<file path="src/rtl/scalar_branch_unit_pkg.sv">
// Shared types and defaults for the scalar branch unit.
package scalar_branch_unit_pkg;

  localparam int unsigned BRU_ADDR_W = 36;
  localparam int unsigned BRU_CNT_W  = 32;

  typedef enum logic [2:0] {
    COND_NE     = 3'b000,
    COND_EQ     = 3'b001,
    COND_GT     = 3'b010,
    COND_LT     = 3'b011,
    COND_GE     = 3'b100,
    COND_LE     = 3'b101,
    COND_OV     = 3'b110,
    COND_ALWAYS = 3'b111
  } cond_e;

  typedef enum logic {
    ST_IDLE     = 1'b0,
    ST_REDIRECT = 1'b1
  } bru_state_e;

  typedef struct packed {
    logic z;
    logic s;
    logic v;
  } flags_t;

endpackage

</file>
<file path="src/rtl/scalar_branch_unit_if.sv">
// Execute/fetch-side signal bundle of the scalar branch unit.
interface scalar_branch_unit_if #(
  parameter int unsigned ADDR_W = scalar_branch_unit_pkg::BRU_ADDR_W,
  parameter int unsigned CNT_W  = scalar_branch_unit_pkg::BRU_CNT_W
);

  // Execute-stage results
  logic              flags_valid;
  logic              set_flags;
  logic              zero;
  logic              sign;
  logic              overflow;
  logic              branch_valid;
  logic [2:0]        branch_cond;
  logic [ADDR_W-1:0] branch_target;

  // Fetch redirect handshake
  logic              redirect_valid;
  logic [ADDR_W-1:0] redirect_pc;
  logic              redirect_ready;

  // Pipeline control and status
  logic              stall;
  logic              squash;
  logic              flag_z;
  logic              flag_s;
  logic              flag_v;
  logic [CNT_W-1:0]  branch_count;
  logic [CNT_W-1:0]  taken_count;

  // Environment side (execute + fetch)
  modport master (
    output flags_valid, set_flags, zero, sign, overflow,
    output branch_valid, branch_cond, branch_target, redirect_ready,
    input  redirect_valid, redirect_pc, stall, squash,
    input  flag_z, flag_s, flag_v, branch_count, taken_count
  );

  // Branch unit side
  modport slave (
    input  flags_valid, set_flags, zero, sign, overflow,
    input  branch_valid, branch_cond, branch_target, redirect_ready,
    output redirect_valid, redirect_pc, stall, squash,
    output flag_z, flag_s, flag_v, branch_count, taken_count
  );

endinterface

</file>
<file path="src/rtl/scalar_branch_unit_cond_eval.sv">
// Combinational condition-code evaluation against Z/S/V flags.
module branch_cond_eval
  import scalar_branch_unit_pkg::*;
(
  input  cond_e cond_i,
  input  logic  z_i,
  input  logic  s_i,
  input  logic  v_i,
  output logic  taken_o
);

  // Decode the condition code into a taken decision
  always_comb begin
    taken_o = 1'b0;
    unique case (cond_i)
      COND_NE:     taken_o = !z_i;
      COND_EQ:     taken_o = z_i;
      COND_GT:     taken_o = !z_i && (s_i == v_i);
      COND_LT:     taken_o = (s_i != v_i);
      COND_GE:     taken_o = (s_i == v_i);
      COND_LE:     taken_o = z_i || (s_i != v_i);
      COND_OV:     taken_o = v_i;
      COND_ALWAYS: taken_o = 1'b1;
      default:     taken_o = 1'b0;
    endcase
  end

endmodule

</file>
<file path="src/rtl/scalar_branch_unit.sv">
// Scalar branch unit: architectural flag register, branch resolution,
// fetch redirect handshake with issue stall/squash, and statistics counters.
module scalar_branch_unit
  import scalar_branch_unit_pkg::*;
#(
  parameter int unsigned ADDR_W = BRU_ADDR_W,
  parameter int unsigned CNT_W  = BRU_CNT_W
) (
  input logic                 clk,
  input logic                 rst,
  scalar_branch_unit_if.slave bus
);

  bru_state_e        state_q;
  logic              redirect_valid_q;
  logic              stall_q;
  logic [ADDR_W-1:0] redirect_pc_q;

  flags_t            flags_q, flags_d;
  flags_t            flags_in;
  flags_t            flags_eff;
  logic [CNT_W-1:0]  branch_count_q, branch_count_d;
  logic [CNT_W-1:0]  taken_count_q, taken_count_d;

  logic              flag_wr;
  logic              cond_taken;
  logic              in_idle;
  logic              handshake;

  assign in_idle   = (state_q == ST_IDLE);
  assign flag_wr   = bus.flags_valid && bus.set_flags;
  assign flags_in  = '{z: bus.zero, s: bus.sign, v: bus.overflow};
  // A same-cycle flag write comes from an older instruction, so it is
  // bypassed ahead of the architectural copy.
  assign flags_eff = flag_wr ? flags_in : flags_q;
  assign handshake = redirect_valid_q && bus.redirect_ready;

  branch_cond_eval u_cond_eval (
    .cond_i  (cond_e'(bus.branch_cond)),
    .z_i     (flags_eff.z),
    .s_i     (flags_eff.s),
    .v_i     (flags_eff.v),
    .taken_o (cond_taken)
  );

  // Flag register and counter next-state; everything is frozen in REDIRECT
  always_comb begin
    flags_d        = flags_q;
    branch_count_d = branch_count_q;
    taken_count_d  = taken_count_q;
    if (in_idle) begin
      if (flag_wr) begin
        flags_d = flags_in;
      end
      if (bus.branch_valid) begin
        branch_count_d = branch_count_q + CNT_W'(1);
        if (cond_taken) begin
          taken_count_d = taken_count_q + CNT_W'(1);
        end
      end
    end
  end

  // Flag register and statistics counters
  always_ff @(posedge clk) begin
    if (rst) begin
      flags_q        <= '0;
      branch_count_q <= '0;
      taken_count_q  <= '0;
    end else begin
      flags_q        <= flags_d;
      branch_count_q <= branch_count_d;
      taken_count_q  <= taken_count_d;
    end
  end

  // Redirect FSM with registered valid/stall/target outputs
  always_ff @(posedge clk) begin
    if (rst) begin
      state_q          <= ST_IDLE;
      redirect_valid_q <= 1'b0;
      stall_q          <= 1'b0;
      redirect_pc_q    <= '0;
    end else begin
      case (state_q)
        ST_IDLE: begin
          if (bus.branch_valid && cond_taken) begin
            state_q          <= ST_REDIRECT;
            redirect_valid_q <= 1'b1;
            stall_q          <= 1'b1;
            redirect_pc_q    <= bus.branch_target;
          end
        end
        ST_REDIRECT: begin
          if (handshake) begin
            state_q          <= ST_IDLE;
            redirect_valid_q <= 1'b0;
            stall_q          <= 1'b0;
          end
        end
        default: begin
          state_q          <= ST_IDLE;
          redirect_valid_q <= 1'b0;
          stall_q          <= 1'b0;
        end
      endcase
    end
  end

  assign bus.redirect_valid = redirect_valid_q;
  assign bus.redirect_pc    = redirect_pc_q;
  assign bus.stall          = stall_q;
  // Reset wins over an in-flight handshake, so no flush is signalled then.
  assign bus.squash         = handshake && !rst;
  assign bus.flag_z         = flags_q.z;
  assign bus.flag_s         = flags_q.s;
  assign bus.flag_v         = flags_q.v;
  assign bus.branch_count   = branch_count_q;
  assign bus.taken_count    = taken_count_q;

endmodule

</file>
<file path="src/flat_wrapper.sv">
// flat-port wrapper written by rule: the top's interface ports become plain ports
module scalar_branch_unit_flat import scalar_branch_unit_pkg::*;
#(
  parameter int unsigned ADDR_W = BRU_ADDR_W,
  parameter int unsigned CNT_W  = BRU_CNT_W
)
  (clk, rst, bus_flags_valid, bus_set_flags, bus_zero, bus_sign, bus_overflow, bus_branch_valid, bus_branch_cond, bus_branch_target, bus_redirect_ready, bus_redirect_valid, bus_redirect_pc, bus_stall, bus_squash, bus_flag_z, bus_flag_s, bus_flag_v, bus_branch_count, bus_taken_count);
  scalar_branch_unit_if #(.ADDR_W(ADDR_W), .CNT_W(CNT_W)) bus_i ();
  input logic clk;
  input logic rst;
  input wire logic [$bits(bus_i.flags_valid)-1:0] bus_flags_valid;
  input wire logic [$bits(bus_i.set_flags)-1:0] bus_set_flags;
  input wire logic [$bits(bus_i.zero)-1:0] bus_zero;
  input wire logic [$bits(bus_i.sign)-1:0] bus_sign;
  input wire logic [$bits(bus_i.overflow)-1:0] bus_overflow;
  input wire logic [$bits(bus_i.branch_valid)-1:0] bus_branch_valid;
  input wire logic [$bits(bus_i.branch_cond)-1:0] bus_branch_cond;
  input wire logic [$bits(bus_i.branch_target)-1:0] bus_branch_target;
  input wire logic [$bits(bus_i.redirect_ready)-1:0] bus_redirect_ready;
  output wire logic [$bits(bus_i.redirect_valid)-1:0] bus_redirect_valid;
  output wire logic [$bits(bus_i.redirect_pc)-1:0] bus_redirect_pc;
  output wire logic [$bits(bus_i.stall)-1:0] bus_stall;
  output wire logic [$bits(bus_i.squash)-1:0] bus_squash;
  output wire logic [$bits(bus_i.flag_z)-1:0] bus_flag_z;
  output wire logic [$bits(bus_i.flag_s)-1:0] bus_flag_s;
  output wire logic [$bits(bus_i.flag_v)-1:0] bus_flag_v;
  output wire logic [$bits(bus_i.branch_count)-1:0] bus_branch_count;
  output wire logic [$bits(bus_i.taken_count)-1:0] bus_taken_count;
  assign bus_i.flags_valid = bus_flags_valid;
  assign bus_i.set_flags = bus_set_flags;
  assign bus_i.zero = bus_zero;
  assign bus_i.sign = bus_sign;
  assign bus_i.overflow = bus_overflow;
  assign bus_i.branch_valid = bus_branch_valid;
  assign bus_i.branch_cond = bus_branch_cond;
  assign bus_i.branch_target = bus_branch_target;
  assign bus_i.redirect_ready = bus_redirect_ready;
  assign bus_redirect_valid = bus_i.redirect_valid;
  assign bus_redirect_pc = bus_i.redirect_pc;
  assign bus_stall = bus_i.stall;
  assign bus_squash = bus_i.squash;
  assign bus_flag_z = bus_i.flag_z;
  assign bus_flag_s = bus_i.flag_s;
  assign bus_flag_v = bus_i.flag_v;
  assign bus_branch_count = bus_i.branch_count;
  assign bus_taken_count = bus_i.taken_count;
  scalar_branch_unit #(.ADDR_W(ADDR_W), .CNT_W(CNT_W)) u_core (.clk(clk), .rst(rst), .bus(bus_i));
endmodule
</file>
<file path="config.mk">
export PLATFORM = sky130hd
export DESIGN_NAME = scalar_branch_unit_flat
export DESIGN_NICKNAME = d
export VERILOG_FILES = /design/src/rtl/scalar_branch_unit_pkg.sv /design/src/rtl/scalar_branch_unit_if.sv /design/src/rtl/scalar_branch_unit_cond_eval.sv /design/src/rtl/scalar_branch_unit.sv /design/src/flat_wrapper.sv
export SDC_FILE = /design/constraint.sdc
export NUM_CORES = 1
export LEC_CHECK = 0
export ABC_AREA = 1
export BUFFER_PORTS_ARGS = -buffer_cell sky130_fd_sc_hd__buf_2
export CAP_MARGIN = 15
export CORE_MARGIN = 10
export CORE_UTILIZATION = 40
export DETAILED_ROUTE_END_ITERATION = 16
export GPL_ROUTABILITY_DRIVEN = 0
export PLACE_DENSITY = 0.6
export SYNTH_ARGS = -nofsm -noshare
export SYNTH_HDL_FRONTEND = slang
export SYNTH_SLANG_ARGS = --single-unit
</file>
<file path="constraint.sdc">
create_clock -name clk -period 2 [get_ports clk]
set_input_delay 0 -clock clk [delete_from_list [all_inputs] [get_ports clk]]
set_output_delay 0 -clock clk [all_outputs]
set_load 0.005 [all_outputs]
</file>
==> summary by stage, run 1 <==
Global route
The global route total overflow is 0. The overall global routing resource usage is 0.178. The first global-routing pass estimated 27.5 mm of wire. The initial antenna violation count is 0. The via count of the first global-routing pass was 5,578. The maximum number of pins on one net before global-route repair is 88.

Synthesis
For this run, the number of Yosys warnings is 0. By area the synthesized netlist is led by sky130_fd_sc_hd__dfxtp_1 (39%), sky130_fd_sc_hd__nand2_1 (17%), sky130_fd_sc_hd__nand3_1 (9.0%). The combined area of all synthesized cells is 5460 µm². After synthesis, the largest family of logic cells by area is simple AND/OR/NAND/NOR gates. The simple logic cell fraction of the synthesized area is 0.389. The library cell with the largest summed area after synthesis is sky130_fd_sc_hd__dfxtp_1. Synthesis produced a netlist with a net count of 876. Of the total synthesized cell area, the portion taken by XOR and XNOR cells is 0.0321. For this run, the register share of the synthesized area comes to 0.385. The post-synthesis compound-gate area fraction is 0.105. The gate count of the mapped netlist is 826. The number of distinct library cells after synthesis is 33. Measured against the total synthesized area, the mux share comes to 0.

Synthesis inferred 105 register bits. The average instance in the mapped netlist occupies 6.60 µm². Of the total synthesized cell area, the portion taken by full adders, half adders and majority gates is 0.00459. The fraction of post-synthesis cell area in the top cell type by area is 0.385.

Critical path
The signal arrival time at the worst endpoint is 2.04 ns. STA classifies the critical path startpoint as a register. The largest stage delay on the critical path is 0.39 ns. The end point of the critical path is u_core.bus.branch_count[20]$_SDFFE_PP0P_. The worst setup path is of the reg2reg kind. The data required time of the worst path is 2.25 ns.

Counting cells, the worst reg-to-reg path comes to 9. Traced cell by cell, the critical path runs through ha_1, nand3_2, nor2_2, nand3_2, nor3_4, and2_1, nand2_1, nand2_1, nor2_1. The critical path endpoint category is a register. The endpoint identified for the worst register-to-register timing path is u_core.bus.branch_count[20]$_SDFFE_PP0P_. The peak fanout along the critical path is 6. The highest-delay cell along the critical path is sky130_fd_sc_hd__dfxtp_1. The critical path starts at u_core.bus.branch_count[1]$_SDFFE_PP0P_.

Setup slack on the worst reg-to-reg path comes out at 0.21 ns. The worst register-to-register path begins at u_core.bus.branch_count[1]$_SDFFE_PP0P_.

Timing
Across all setup checks in the final design, the least slack found is 0.205 ns. The number of setup violations in the final report is 0. The worst hold slack across all endpoints is 0.0734 ns. The relative max-transition margin is 0.611. The clock arrives with 0.00878 ns of skew. The number of pins with negative max-slew slack in the final report is 0.

In the finished design, the share of the clock period the worst path needs comes to 0.897. The highest clock rate is 557 MHz. The number of hold violations in the final report came to 0. Setup repair after global routing left no endpoint under its margin. At the pin with the least slew margin, the transition time is 0.580 ns. The post-layout minimum cycle time is 1.79 ns. The summed negative setup slack over all endpoints is 0 ns.

Die
The floorplan core area is 13,300 µm². The full die area is 18,700 µm². The floorplan has 42 rows. The die is 137 µm tall.

154 I/O pins were placed. The initial standard-cell utilization of the core is 0.410. The floorplan step set the die width to 137 µm.

Placement
The pre-CTS setup slack is 0.171 ns. The post-detailed-placement half-perimeter wirelength is 12.3 mm. The number of port buffers is 153.

Power
The leakage component of the power is 3.07 nW. The power per cell area is 658 nW/µm². The maximum resistive drop on vdd is 0.598 mV.

Clock network
The number of clock buffers inserted by TritonCTS is 9. The count of clock tree sinks is 105. In this run the deepest clock path goes through 2 buffers. The H-tree depth is 3. The cell sitting at the root of the clock tree is a sky130_fd_sc_hd__clkbuf_16.

The CTS clock-pin slew for the worst setup and hold paths is 0.07 ns. The clock network latency to the later pin of the worst-skew pair is 0.35 ns. TritonCTS built the clock tree.

Drt
The detailed router finished its first iteration with 334 violations. For this block, the routed nets add up to 17.1 mm of wire. The number of iterations in the first detailed-routing pass is 7. The post-detailed-route count of antenna-violating nets is 0. Detailed routing placed a total of 7.93 mm of wire on met2. The total length of routed met3 wires is 1.21 mm. The uppermost layer routed is met4. The number of vias per cell is 4.96. The DRC violation count after routing is 0. For this block, the via count after detailed routing is 5,907. The wire length per cell is 14.3 µm. The length of routed wiring on met1 is 7.60 mm.

Cells and area
The number of nets in the layout is 1,060. Counting the fill cells in the layout gives 1,342. In the final layout, the share of cells above drive strength 1 is 0.206. The area growth from synthesis to layout is 30.8%. The number of inserted diodes is 0.

Worst hold path
The classification of the worst-slack hold path is in2reg.

Status
The flow ran to the end, and the final reports show no timing, DRC or antenna violations.

Flow run
The number of maximum-capacitance constraint violations is 0.
## state kept, by name (all words and copies together), names as in the netlist
signal,count
u_core.bus.redirect_pc,36
u_core.bus.branch_count,32
u_core.bus.taken_count,32
u_core.bus.flag_s,1
u_core.bus.flag_v,1
u_core.bus.flag_z,1
u_core.bus.redirect_valid,1
u_core.state_q,1
## routing by layer
| metal | track usage | vias up |
|---|---|---|
| li1 | - | 3037 |
| met2 | 0.280 | 160 |
| met5 | 0 | - |
| met1 | 0.225 | 2687 |
| met3 | 0.0641 | 23 |
| met4 | 0.0521 | 0 |
## cells by family after synthesis
| logic type | Yosys count |
|---|---|
| AND/OR/NAND/NOR | 485 |
| buffers and inverters | 104 |
| adder cells (fa/ha/maj) | 2 |
| flip-flops | 105 |
| AO/OA/AOI/OAI | 110 |
| XOR/XNOR | 20 |
## timing repair
action	in CTS	in global routing
resized for setup	0	5
hold buffers	37	0
endpoints found under the hold margin	38	0
setup buffers	0	0
endpoints found under the setup margin	0	7
## cell usage after synthesis
| master | count |
|---|---|
| sky130_fd_sc_hd__a211oi_1 | 1 |
| sky130_fd_sc_hd__a21oi_1 | 93 |
| sky130_fd_sc_hd__a21oi_4 | 1 |
| sky130_fd_sc_hd__and2_1 | 1 |
| sky130_fd_sc_hd__and2_2 | 1 |
| sky130_fd_sc_hd__buf_2 | 10 |
| sky130_fd_sc_hd__buf_4 | 8 |
| sky130_fd_sc_hd__buf_6 | 3 |
| sky130_fd_sc_hd__clkbuf_1 | 13 |
| sky130_fd_sc_hd__clkinv_1 | 2 |
| sky130_fd_sc_hd__dfxtp_1 | 105 |
| sky130_fd_sc_hd__ha_1 | 2 |
| sky130_fd_sc_hd__inv_1 | 64 |
| sky130_fd_sc_hd__inv_2 | 4 |
| sky130_fd_sc_hd__nand2_1 | 245 |
| sky130_fd_sc_hd__nand2_2 | 3 |
| sky130_fd_sc_hd__nand2_4 | 1 |
| sky130_fd_sc_hd__nand3_1 | 98 |
| sky130_fd_sc_hd__nand3_2 | 2 |
| sky130_fd_sc_hd__nand3b_1 | 9 |
| sky130_fd_sc_hd__nand4_1 | 7 |
| sky130_fd_sc_hd__nor2_1 | 78 |
| sky130_fd_sc_hd__nor2_2 | 4 |
| sky130_fd_sc_hd__nor2_8 | 1 |
| sky130_fd_sc_hd__nor3_1 | 28 |
| sky130_fd_sc_hd__nor3_2 | 4 |
| sky130_fd_sc_hd__nor3b_1 | 2 |
| sky130_fd_sc_hd__nor4_1 | 1 |
| sky130_fd_sc_hd__o21a_1 | 2 |
| sky130_fd_sc_hd__o21ai_0 | 12 |
| sky130_fd_sc_hd__o221ai_1 | 1 |
| sky130_fd_sc_hd__xnor2_1 | 5 |
| sky130_fd_sc_hd__xor2_1 | 15 |
## stage by stage
step | utilization | instance area [µm²] | power [W] | std cells
2_1_floorplan | - | 5460 | 0.00263 | 826
3_3_place_gp | 0.485 | 6450 | 0.00288 | 1138
3_5_place_dp | 0.485 | 6450 | 0.00288 | 1138
4_1_cts | 0.535 | 7120 | 0.00475 | 1191
5_1_grt | 0.537 | 7140 | 0.00489 | 1191
6_report | 0.537 | 7140 | 0.00470 | 1191
## cell type report
class	count	area (µm²)	area share
clock buffer	11	243	0.0340
clock inverter	5	55.1	0.00771
inverter	70	263	0.0368
multi-input combinational	617	2920	0.408
sequential	105	2100	0.295
tap	176	220	0.0309
timing repair buffer	207	1340	0.188
## critical path: cells and delay by family (launching register included)
kind                       cells  cell delay (ns)
adders and majority gates      1             0.23
DFF                            1             0.39
and+or+nand+nor                8             1.07
## how the worst min path moves through the flow
stage                          start                                      end  slack, ns  depth (start not counted)
4_1_cts                     bus_sign           u_core.bus.flag_s$_SDFFE_PP0N_       0.07                          5
6_report                    bus_sign           u_core.bus.flag_s$_SDFFE_PP0N_       0.07                          5
5_1_grt             bus_branch_valid  u_core.bus.branch_count[2]$_SDFFE_PP0P_       0.10                          5
3_3_place_gp   bus_branch_target[18]  u_core.bus.redirect_pc[18]$_SDFFE_PP0P_       0.28                          3
2_1_floorplan     bus_redirect_ready                               bus_squash       0.10                          2
3_5_place_dp   bus_branch_target[13]  u_core.bus.redirect_pc[13]$_SDFFE_PP0P_       0.28                          3
## where the power goes
| group | internal, W | total, W | switching, W |
|---|---|---|---|
| logic | 0.000281 | 0.000677 | 0.000396 |
| registers | 0.00216 | 0.00220 | 0.0000462 |
| clock network | 0.00100 | 0.00182 | 0.000815 |
## cell usage in the layout (no fill, tap or decap), drive strengths merged, types with 2 or more instances in the layout
cell type	count
nor2	83
dfxtp	105
o21a	2
nand3b	9
nand3	100
clkbuf	11
xor2	15
nor3	32
xnor2	5
clkinv	4
and2	2
o21ai	12
inv	68
buf	170
nor3b	2
dlygate4sd3	37
nand2	249
clkinvlp	2
nand4	7
a21oi	94
ha	2
Note: power is estimated with default switching activity, not from simulation.
==> run 2: changes to the inputs <==
--- a/config.mk
+++ b/config.mk
@@ -12,7 +12,9 @@
 export CORE_UTILIZATION = 40
 export DETAILED_ROUTE_END_ITERATION = 16
 export GPL_ROUTABILITY_DRIVEN = 0
-export PLACE_DENSITY = 0.6
+export PLACE_DENSITY = 0.61
+export RECOVER_POWER = 25
 export SYNTH_ARGS = -nofsm -noshare
 export SYNTH_HDL_FRONTEND = slang
+export SYNTH_HIERARCHICAL = 1
 export SYNTH_SLANG_ARGS = --single-unit
==> run 2 against run 1 <==
  * Synthesized area shrank 7.1%
  * Final cell count shrank 4.7%
  * Fmax shrank 10%
  * Non-clock buffer count grew 8
  * Critical endpoint is now u_core/bus.taken_count[21]$_SDFFE_PP0P_
  * Wire length shrank 12%
  * Highest routed layer unchanged
  * Clock skew shrank 0.0037 ns
  * Design area shrank 2.5%
  * Clock power grew 2%
  * Critical path type unchanged
==> summary by stage, run 2 <==
Status
The run finished with clean final reports.

Drt
The wire length reported by the detailed router is 15.0 mm. The first detailed-routing pass ran for 4 iterations. The DRC violation count after routing is 0.

After the first detailed-routing iteration, the DRC count stood at 355. Using the TritonRoute via totals, the vias-per-cell ratio works out to 4.67. The wire length per cell is 13.2 µm.

Summing over every cut layer, the via total after detailed routing is 5,295. The post-detailed-route count of antenna-violating nets is 0.

Power
Of the total power, the clock network draws 0.385. The share of power burned in combinational logic is 0.143. The leakage component of the power is 3.07 nW. In this run the power spent charging and discharging nets is 0.00124 W. The internal power contribution is 0.00357 W. The sequential cell fraction of total power is 0.472. The power after layout is 0.00482 W. The switching share of power is 0.258. The power per cell area is 692 nW/µm².

The maximum resistive drop on vdd is 0.461 mV.

Synthesis
The share of the Yosys chip area taken by registers is 0.415. The mean area per synthesized cell is 6.72 µm². By count the netlist is led by sky130_fd_sc_hd__nor2_1 (186), sky130_fd_sc_hd__nand2_1 (136), sky130_fd_sc_hd__dfxtp_1 (105), sky130_fd_sc_hd__inv_1 (82), sky130_fd_sc_hd__o21ai_0 (66). Among all flip-flop cells after synthesis, the most frequent one is sky130_fd_sc_hd__dfxtp_1.

The synthesized netlist contains 42 unique library cells. The number of flops mapped to enable cells by yosys is 0. The Yosys step of the flow raised 6 warnings. In the synthesized netlist the async set-or-reset flop fraction comes to 0. In the post-synthesis netlist, the cell with the most instances is sky130_fd_sc_hd__nor2_1. The fraction of post-synthesis cell area in the top cell type by area is 0.415. Counting every net in the synthesized netlist gives 804. Synthesis produced a netlist whose cell count is 754. The combined area of all synthesized cells is 5070 µm². In the post-synthesis netlist, the biggest area contributors are sky130_fd_sc_hd__dfxtp_1 (41%), sky130_fd_sc_hd__nor2_1 (14%), sky130_fd_sc_hd__nand2_1 (10%). Summed over all instances, the cell type with the most area after synthesis is sky130_fd_sc_hd__dfxtp_1. The post-synthesis register bit count is 105.

Clock network
The H-tree depth is 3. No sink is reached through more buffers than the 2 on the longest clock path. The CTS clock-pin slew for the worst setup and hold paths is 0.07 ns. The cell at the root of the clock tree is sky130_fd_sc_hd__clkbuf_16. The clock network latency to the later pin of the worst-skew pair is 0.34 ns. The number of clock buffers inserted by TritonCTS is 9. The tree built by TritonCTS fans out to 105 sinks. The TritonCTS clock tree is done.

Die
The row count is 41. The die height is 133 µm. The full die area is 17,600 µm².

The floorplan core area is 12,500 µm². The top-level port count is 154. The initial utilization of the core area, before any placement, comes to 0.405. The die span in x is 133 µm.

Timing
The worst path in the final design needs a cycle of 1.99 ns, including I/O delays and setup. The number of hold violations in the final report is 0. The minimum setup slack in the final design is 0.00527 ns.

The summed negative setup slack over all endpoints is 0 ns. Setup violations remaining at the end of the flow were counted as 0. The relative max-transition margin is 0.667. The number of pins with negative max-slew slack in the final report is 0.

For this run, the top clock speed supported by timing is 501 MHz. Clock skew on the completed layout was measured at 0.00508 ns. Hold is met by 0.0372 ns.

Setup repair after global routing could not meet its margin everywhere. The slew of the pin with the lowest slew margin is 0.497 ns. Of the available clock period, the critical path in the final layout requires 0.997.

Flow run
Across the run, the number of max-cap violations was 0.

Critical path
The highest-delay cell along the critical path is sky130_fd_sc_hd__dfxtp_2. The peak fanout along the critical path is 6. The signal on the critical path passes through inv_2, a21oi_4, buf_6, nor2_2, nand2_1, nand3_1, nand2_1, a21oi_2, nand2_2, nor2_4, buf_6, nand4_1, nor2_2, nand3_1, nand2_1, nor2_1. Broken down by cell family, the worst path's largest delay share belongs to simple AND/OR/NAND/NOR gates. The worst setup path is captured at a register. On the worst path, the slowest cell contributes a delay of 0.32 ns. The data required time of the worst path is 2.23 ns. The cell that appears most often on the critical path is sky130_fd_sc_hd__nand2_1.

The worst setup path is of the reg2reg kind. For the worst setup path, the data arrival time is 2.22 ns. Counting both buffers and inverters, the worst setup path holds a total of 3. STA classifies the critical path startpoint as a register.

Cells and area
The number of flip-flops in the largest register is 36. Compared with the post-synthesis result, the final layout area differs by 37.3%. The number of inserted diodes is 0. The filler cell count in the final layout is 1,264.

After the last flow step, the layout net total stands at 1,008. Leaving out fill and tap cells, the most frequent cell in the layout is sky130_fd_sc_hd__nor2_1. In the layout the commonest cells are sky130_fd_sc_hd__nor2_1 (181), sky130_fd_sc_hd__nand2_1 (132), sky130_fd_sc_hd__buf_2 (114), sky130_fd_sc_hd__dfxtp_1 (104), sky130_fd_sc_hd__inv_1 (81). In the final layout, the share of cells above drive strength 1 is 0.216.

Placement
OpenSTA, run right after detailed placement, puts the worst setup slack at -0.120 ns. The post-detailed-placement half-perimeter wirelength is 10.8 mm. Port buffering added 153 buffers.

Worst hold path
The min-delay analysis places its worst path in the category in2reg.

Global route
For this run the aggregate overflow at the end of global routing stands at 0. The global-route wire length before repair is 25.2 mm. The maximum number of pins on one net before global-route repair is 40. The initial antenna violation count came to 0. The via count of the first global-routing pass came to 5,158. The overall global routing resource usage is 0.169.
run 2: cell types whose count changed after synthesis, moves of 12 or more:
cell,before,now
sky130_fd_sc_hd__nand2_1,245,136
sky130_fd_sc_hd__nor2_1,78,186
sky130_fd_sc_hd__a21oi_1,93,33
sky130_fd_sc_hd__o21ai_0,12,66
sky130_fd_sc_hd__nand3_1,98,45
sky130_fd_sc_hd__nor3_1,28,9
sky130_fd_sc_hd__inv_1,64,82
sky130_fd_sc_hd__xor2_1,15,3
run 2: final timing paths:
kind	slack, ns	cells after the start	end	from
max	0.005	16	u_core/bus.taken_count[21]$_SDFFE_PP0P_	u_core/bus.flag_s$_SDFFE_PP0N_
max reg2reg	0.005	16	u_core/bus.taken_count[21]$_SDFFE_PP0P_	u_core/bus.flag_s$_SDFFE_PP0N_
min	0.04	3	u_core/bus.branch_count[0]$_SDFFE_PP0N_	bus_branch_valid
min reg2reg	0.47	2	u_core/bus.branch_count[6]$_SDFFE_PP0N_	u_core/bus.branch_count[6]$_SDFFE_PP0N_
run 2: cell families after synthesis:
kind of cell,count (synthesis),synth area share
and+or+nand+nor,428,0.378
buffers and inverters,108,0.0852
AOI/OAI and AO/OA,106,0.108
DFF,105,0.415
xor gates and xnor gates,5,0.00864
adders and majority gates,2,0.00494
run 2: per-stage QoR:
step | cell area, µm² | utilization | cells
finish | 6960 | 0.556 | 1135
CTS | 6890 | 0.551 | 1132
floorplan | 5070 | - | 754
global placement | 6100 | 0.488 | 1075
global route | 6960 | 0.556 | 1135
detailed placement | 6100 | 0.488 | 1075
run 2: cell type report:
class / count / area, µm² / area share
clock buffers: 11 / 253 / 0.0363
clock inverters: 5 / 63.8 / 0.00917
inverters: 86 / 327 / 0.0469
multi-input cells: 541 / 2640 / 0.379
flip-flops and latches: 105 / 2100 / 0.302
well taps: 172 / 215 / 0.0309
repair buffers: 215 / 1360 / 0.196
run 2: power groups by stage:
stage	Clock (W)	Combinational (W)	Sequential [W]
after floorplan	0	0.000295	0.00232
after global placement	0	0.000575	0.00231
after detailed placement	0	0.000577	0.00231
after CTS	0.00191	0.000667	0.00227
after global routing	0.00199	0.000777	0.00229
final	0.00186	0.000691	0.00227
run 2: timing repair:
action,in CTS,in global routing
gates resized for setup,20,19
pin swaps,16,6
gates cloned,0,1
setup endpoints to repair,18,67
hold buffers,37,0
setup buffers,4,3
endpoints found under the hold margin,38,0
run 2: worst register-to-register path, cell delays in order, from the launching register on:
cell and delay, ns:
sky130_fd_sc_hd__dfxtp_2 0.32, sky130_fd_sc_hd__inv_2 0.07, sky130_fd_sc_hd__a21oi_4 0.06, sky130_fd_sc_hd__buf_6 0.13
sky130_fd_sc_hd__nor2_2 0.07, sky130_fd_sc_hd__nand2_1 0.05, sky130_fd_sc_hd__nand3_1 0.07, sky130_fd_sc_hd__nand2_1 0.06
sky130_fd_sc_hd__a21oi_2 0.14, sky130_fd_sc_hd__nand2_2 0.07, sky130_fd_sc_hd__nor2_4 0.19, sky130_fd_sc_hd__buf_6 0.16
sky130_fd_sc_hd__nand4_1 0.13, sky130_fd_sc_hd__nor2_2 0.17, sky130_fd_sc_hd__nand3_1 0.08, sky130_fd_sc_hd__nand2_1 0.06
sky130_fd_sc_hd__nor2_1 0.04
run 2: layer usage:
metal	up-vias	routed length, µm	track usage
met2	139	6840	0.274
met4	0	192	0.0538
met1	2344	6740	0.206
met5	-	0	0
li1	2799	-	-
met3	13	1180	0.0598
==> run 3: changes to the inputs <==
--- a/config.mk
+++ b/config.mk
@@ -9,10 +9,10 @@
 export BUFFER_PORTS_ARGS = -buffer_cell sky130_fd_sc_hd__buf_2
 export CAP_MARGIN = 15
 export CORE_MARGIN = 10
-export CORE_UTILIZATION = 40
+export CORE_UTILIZATION = 52
 export DETAILED_ROUTE_END_ITERATION = 16
 export GPL_ROUTABILITY_DRIVEN = 0
-export PLACE_DENSITY = 0.61
+export PLACE_DENSITY = 0.77
 export RECOVER_POWER = 25
 export SYNTH_ARGS = -nofsm -noshare
 export SYNTH_HDL_FRONTEND = slang
==> run 3 against run 2 <==
  * The flow now finishes with violations (negative setup slack)
  * Flip-flop and latch count did not move
  * Combinational power grew 4.1%
  * Wire length rose by 6.0%
  * Setup slack lost 0.068 ns
  * Largest cell class unchanged
==> summary by stage, run 3 (same netlist as run 2, synthesis figures left out) <==
Status
The flow ran to the end, but the final reports show violations. The checks that failed: negative setup slack.

Global route
Entering global routing, the biggest net connects 51 pins. The initial antenna violation count is 0. The global-route wire length before repair is 25.6 mm. For this run the aggregate overflow at the end of global routing stands at 0. The via count of the first global-routing pass is 5,506.

The overall global routing resource usage is 0.212.

Cells and area
Leaving out fill and tap cells, the most frequent cells in the layout are sky130_fd_sc_hd__nor2_1 (179), sky130_fd_sc_hd__buf_2 (153), sky130_fd_sc_hd__nand2_1 (131), sky130_fd_sc_hd__dfxtp_1 (103), sky130_fd_sc_hd__inv_1 (79). The number of flip-flops in the largest register is 36. The library cell used most frequently in the layout, excluding fill and tap cells, is sky130_fd_sc_hd__nor2_1.

Of the cells placed in the final design, the portion with a size suffix greater than 1 is 0.257. At the end of the flow the core is filled with cells to 0.719. The number of nets in the layout is 1,004.

Compared with the post-synthesis result, the final layout area differs by 33.0%. Once layout is done, the placed cells without fillers occupy 6740 µm². The number of antenna diodes in the final layout is 0.

Drt
The number of DRC markers in iteration 0 is 443. The count of nets left with antenna violations once routing finished came out at 0. The first detailed-routing pass ran for 6 iterations.

The wire length per cell is 14.6 µm. Using the TritonRoute via totals, the vias-per-cell ratio works out to 5.20. The DRC violation count after routing is 0.

The final route contains 5,655 vias. After detailed routing, the total wire length is 15.9 mm.

Timing
The number of pins with negative max-slew slack in the final report is 0. Derived from the worst setup path, the maximum achievable clock frequency is 485 MHz. The share of the clock period used by the worst path is 1.03. At the pin with the least slew margin, the transition time is 0.611 ns. Setup violations remaining at the end of the flow were counted as 14. Setup repair after global routing could not meet its margin everywhere. After layout, the worst setup slack is -0.0630 ns. The number of hold violations in the final report came to 0.

The final clock skew is 0.0109 ns. In this run the tightest slew margin relative to its limit is 0.592. The post-layout minimum cycle time is 2.06 ns.

Worst hold path
The path class of the tightest hold or removal check is in2reg. The path with the worst hold slack has its endpoint at u_core/bus.branch_count[0]$_SDFFE_PP0N_. The worst hold path passes through 3 cells. The startpoint of the lowest-slack hold path is bus_branch_valid.

Die
The region available for standard cell placement spans 9370 µm². The initial utilization of the core area, before any placement, comes to 0.541. The floorplan step defined a die boundary enclosing 14,100 µm². The top-level port count is 154. The floorplan has 35 rows. The die is 119 µm wide. The die height is 119 µm.

Critical path
The peak fanout along the critical path is 7. The worst setup path is launched from a register. The signal arrival time at the worst endpoint is 2.37 ns. In this run the critical register-to-register path is captured at u_core/bus.taken_count[29]$_SDFFE_PP0P_.

The start of the worst register-to-register path is u_core/bus.flag_s$_SDFFE_PP0N_. The worst reg-to-reg path cell count is 16. The setup slack of the worst register-to-register path is -0.06 ns.

The critical path is of the reg2reg type. STA classifies the critical path endpoint as a register. The data required time of the worst path is 2.30 ns.

Placement
The post-detailed-placement half-perimeter wirelength is 11.0 mm. At the placement stage, the worst setup path has a slack of -0.221 ns. Summing all placed instances gives a cell area of 6020 µm². The number of port buffers is 153.

Power
The leakage component of the power is 3.13 nW. The worst-case IR drop observed on VDD is 0.439 mV. For this design the ratio of total power to cell area is 627 nW/µm².

Clock network
Clock-pin slew was measured on the worst setup and hold paths at 0.11 ns. Clock latency on the worst-skew pair, taken at its later pin, is 0.36 ns. The count of clock tree sinks is 105. TritonCTS built the clock tree.

In this run the number of H-tree levels came out at 3. The cell at the root of the clock tree is sky130_fd_sc_hd__clkbuf_8. The clock passes through at most 2 buffers.

The number of clock buffers inserted by TritonCTS is 9.

Flow run
The number of maximum-capacitance constraint violations is 0.
## run 3: cell types whose count changed in the layout (fill, tap and decap cells not counted), moves of 3 or more
cell | before | now
sky130_fd_sc_hd__clkbuf_16 | 10 | 1
sky130_fd_sc_hd__clkbuf_8 | 2 | 9
sky130_fd_sc_hd__buf_6 | 5 | 2
sky130_fd_sc_hd__nor2_2 | 9 | 12
sky130_fd_sc_hd__clkbuf_1 | 39 | 1
sky130_fd_sc_hd__buf_2 | 114 | 153
## run 3: report_power, final
part / switching [W] / internal [W] / leakage, nW / total, W
clock: 0.000751 / 0.000475 / 0.0931 / 0.00123
combinational: 0.000390 / 0.000329 / 2.18 / 0.000719
sequential: 0.0000722 / 0.00221 / 0.856 / 0.00228
## run 3: worst max-delay path, stage by stage, from the launching register on
cell and delay [ns]:
sky130_fd_sc_hd__dfxtp_2 0.34, sky130_fd_sc_hd__inv_2 0.05, sky130_fd_sc_hd__a21oi_4 0.20, sky130_fd_sc_hd__inv_2 0.05
sky130_fd_sc_hd__nand2_2 0.07, sky130_fd_sc_hd__nand2_1 0.05, sky130_fd_sc_hd__nand2_1 0.06, sky130_fd_sc_hd__nand2_1 0.06
sky130_fd_sc_hd__a21oi_2 0.14, sky130_fd_sc_hd__nand2_2 0.07, sky130_fd_sc_hd__nor2_4 0.20, sky130_fd_sc_hd__buf_6 0.16
sky130_fd_sc_hd__nand3_4 0.07, sky130_fd_sc_hd__nor2_4 0.19, sky130_fd_sc_hd__nand3_2 0.08, sky130_fd_sc_hd__nor2b_1 0.14
sky130_fd_sc_hd__nor2_1 0.09
## run 3: what timing repair did
item	CTS	global route
setup buffers	2	4
setup endpoints to repair	62	65
cloned	0	1
gates resized for setup	13	25
hold endpoints to repair	38	0
hold buffers	37	0
pin swaps	7	17
## run 3: per-stage QoR
step                instances  total power, W  hold WS [ns]  setup TNS [ns]
floorplan                 754         0.00261         0.103               0
global placement         1028         0.00286         0.222           -1.29
global route             1088         0.00442        0.0395           -6.11
detailed placement       1028         0.00288         0.234           -3.50
CTS                      1083         0.00418        0.0263         -0.0233
finish                   1088         0.00422        0.0435          -0.362
## run 3: layout make-up
class | instances | area (µm²)
repair buffers | 211 | 1350
well taps | 129 | 161
inverters | 86 | 329
flip-flops and latches | 105 | 2100
clock buffers | 10 | 128
multi-input cells | 541 | 2610
clock inverters | 6 | 51.3
fillers | 752 | 2630
## run 3: how the worst max path moves through the flow
stage	end	from	slack (ns)
finish	u_core/bus.taken_count[29]$_SDFFE_PP0P_	u_core/bus.flag_s$_SDFFE_PP0N_	-0.06
global route	u_core/bus.taken_count[29]$_SDFFE_PP0P_	u_core/bus.flag_s$_SDFFE_PP0N_	-0.19
CTS	u_core/bus.taken_count[19]$_SDFFE_PP0P_	u_core/bus.flag_v$_SDFFE_PP0N_	-0.02
detailed placement	u_core/bus.taken_count[14]$_SDFFE_PP0P_	u_core/bus.flag_s$_SDFFE_PP0N_	-0.22
global placement	u_core/bus.taken_count[25]$_SDFFE_PP0P_	u_core/bus.flag_s$_SDFFE_PP0N_	-0.11
floorplan	u_core/bus.taken_count[11]$_SDFFE_PP0P_	u_core/bus.flag_s$_SDFFE_PP0N_	0.04
## run 3: metal layers
metal  wire (µm)  share of wire  up-vias  GRT usage
met2        7730           0.49      224      0.371
met3        1330          0.084       39     0.0681
li1            -              -     2787          -
met5           0              0        -          0
met4         426          0.027        0     0.0817
met1        6380           0.40     2605      0.232
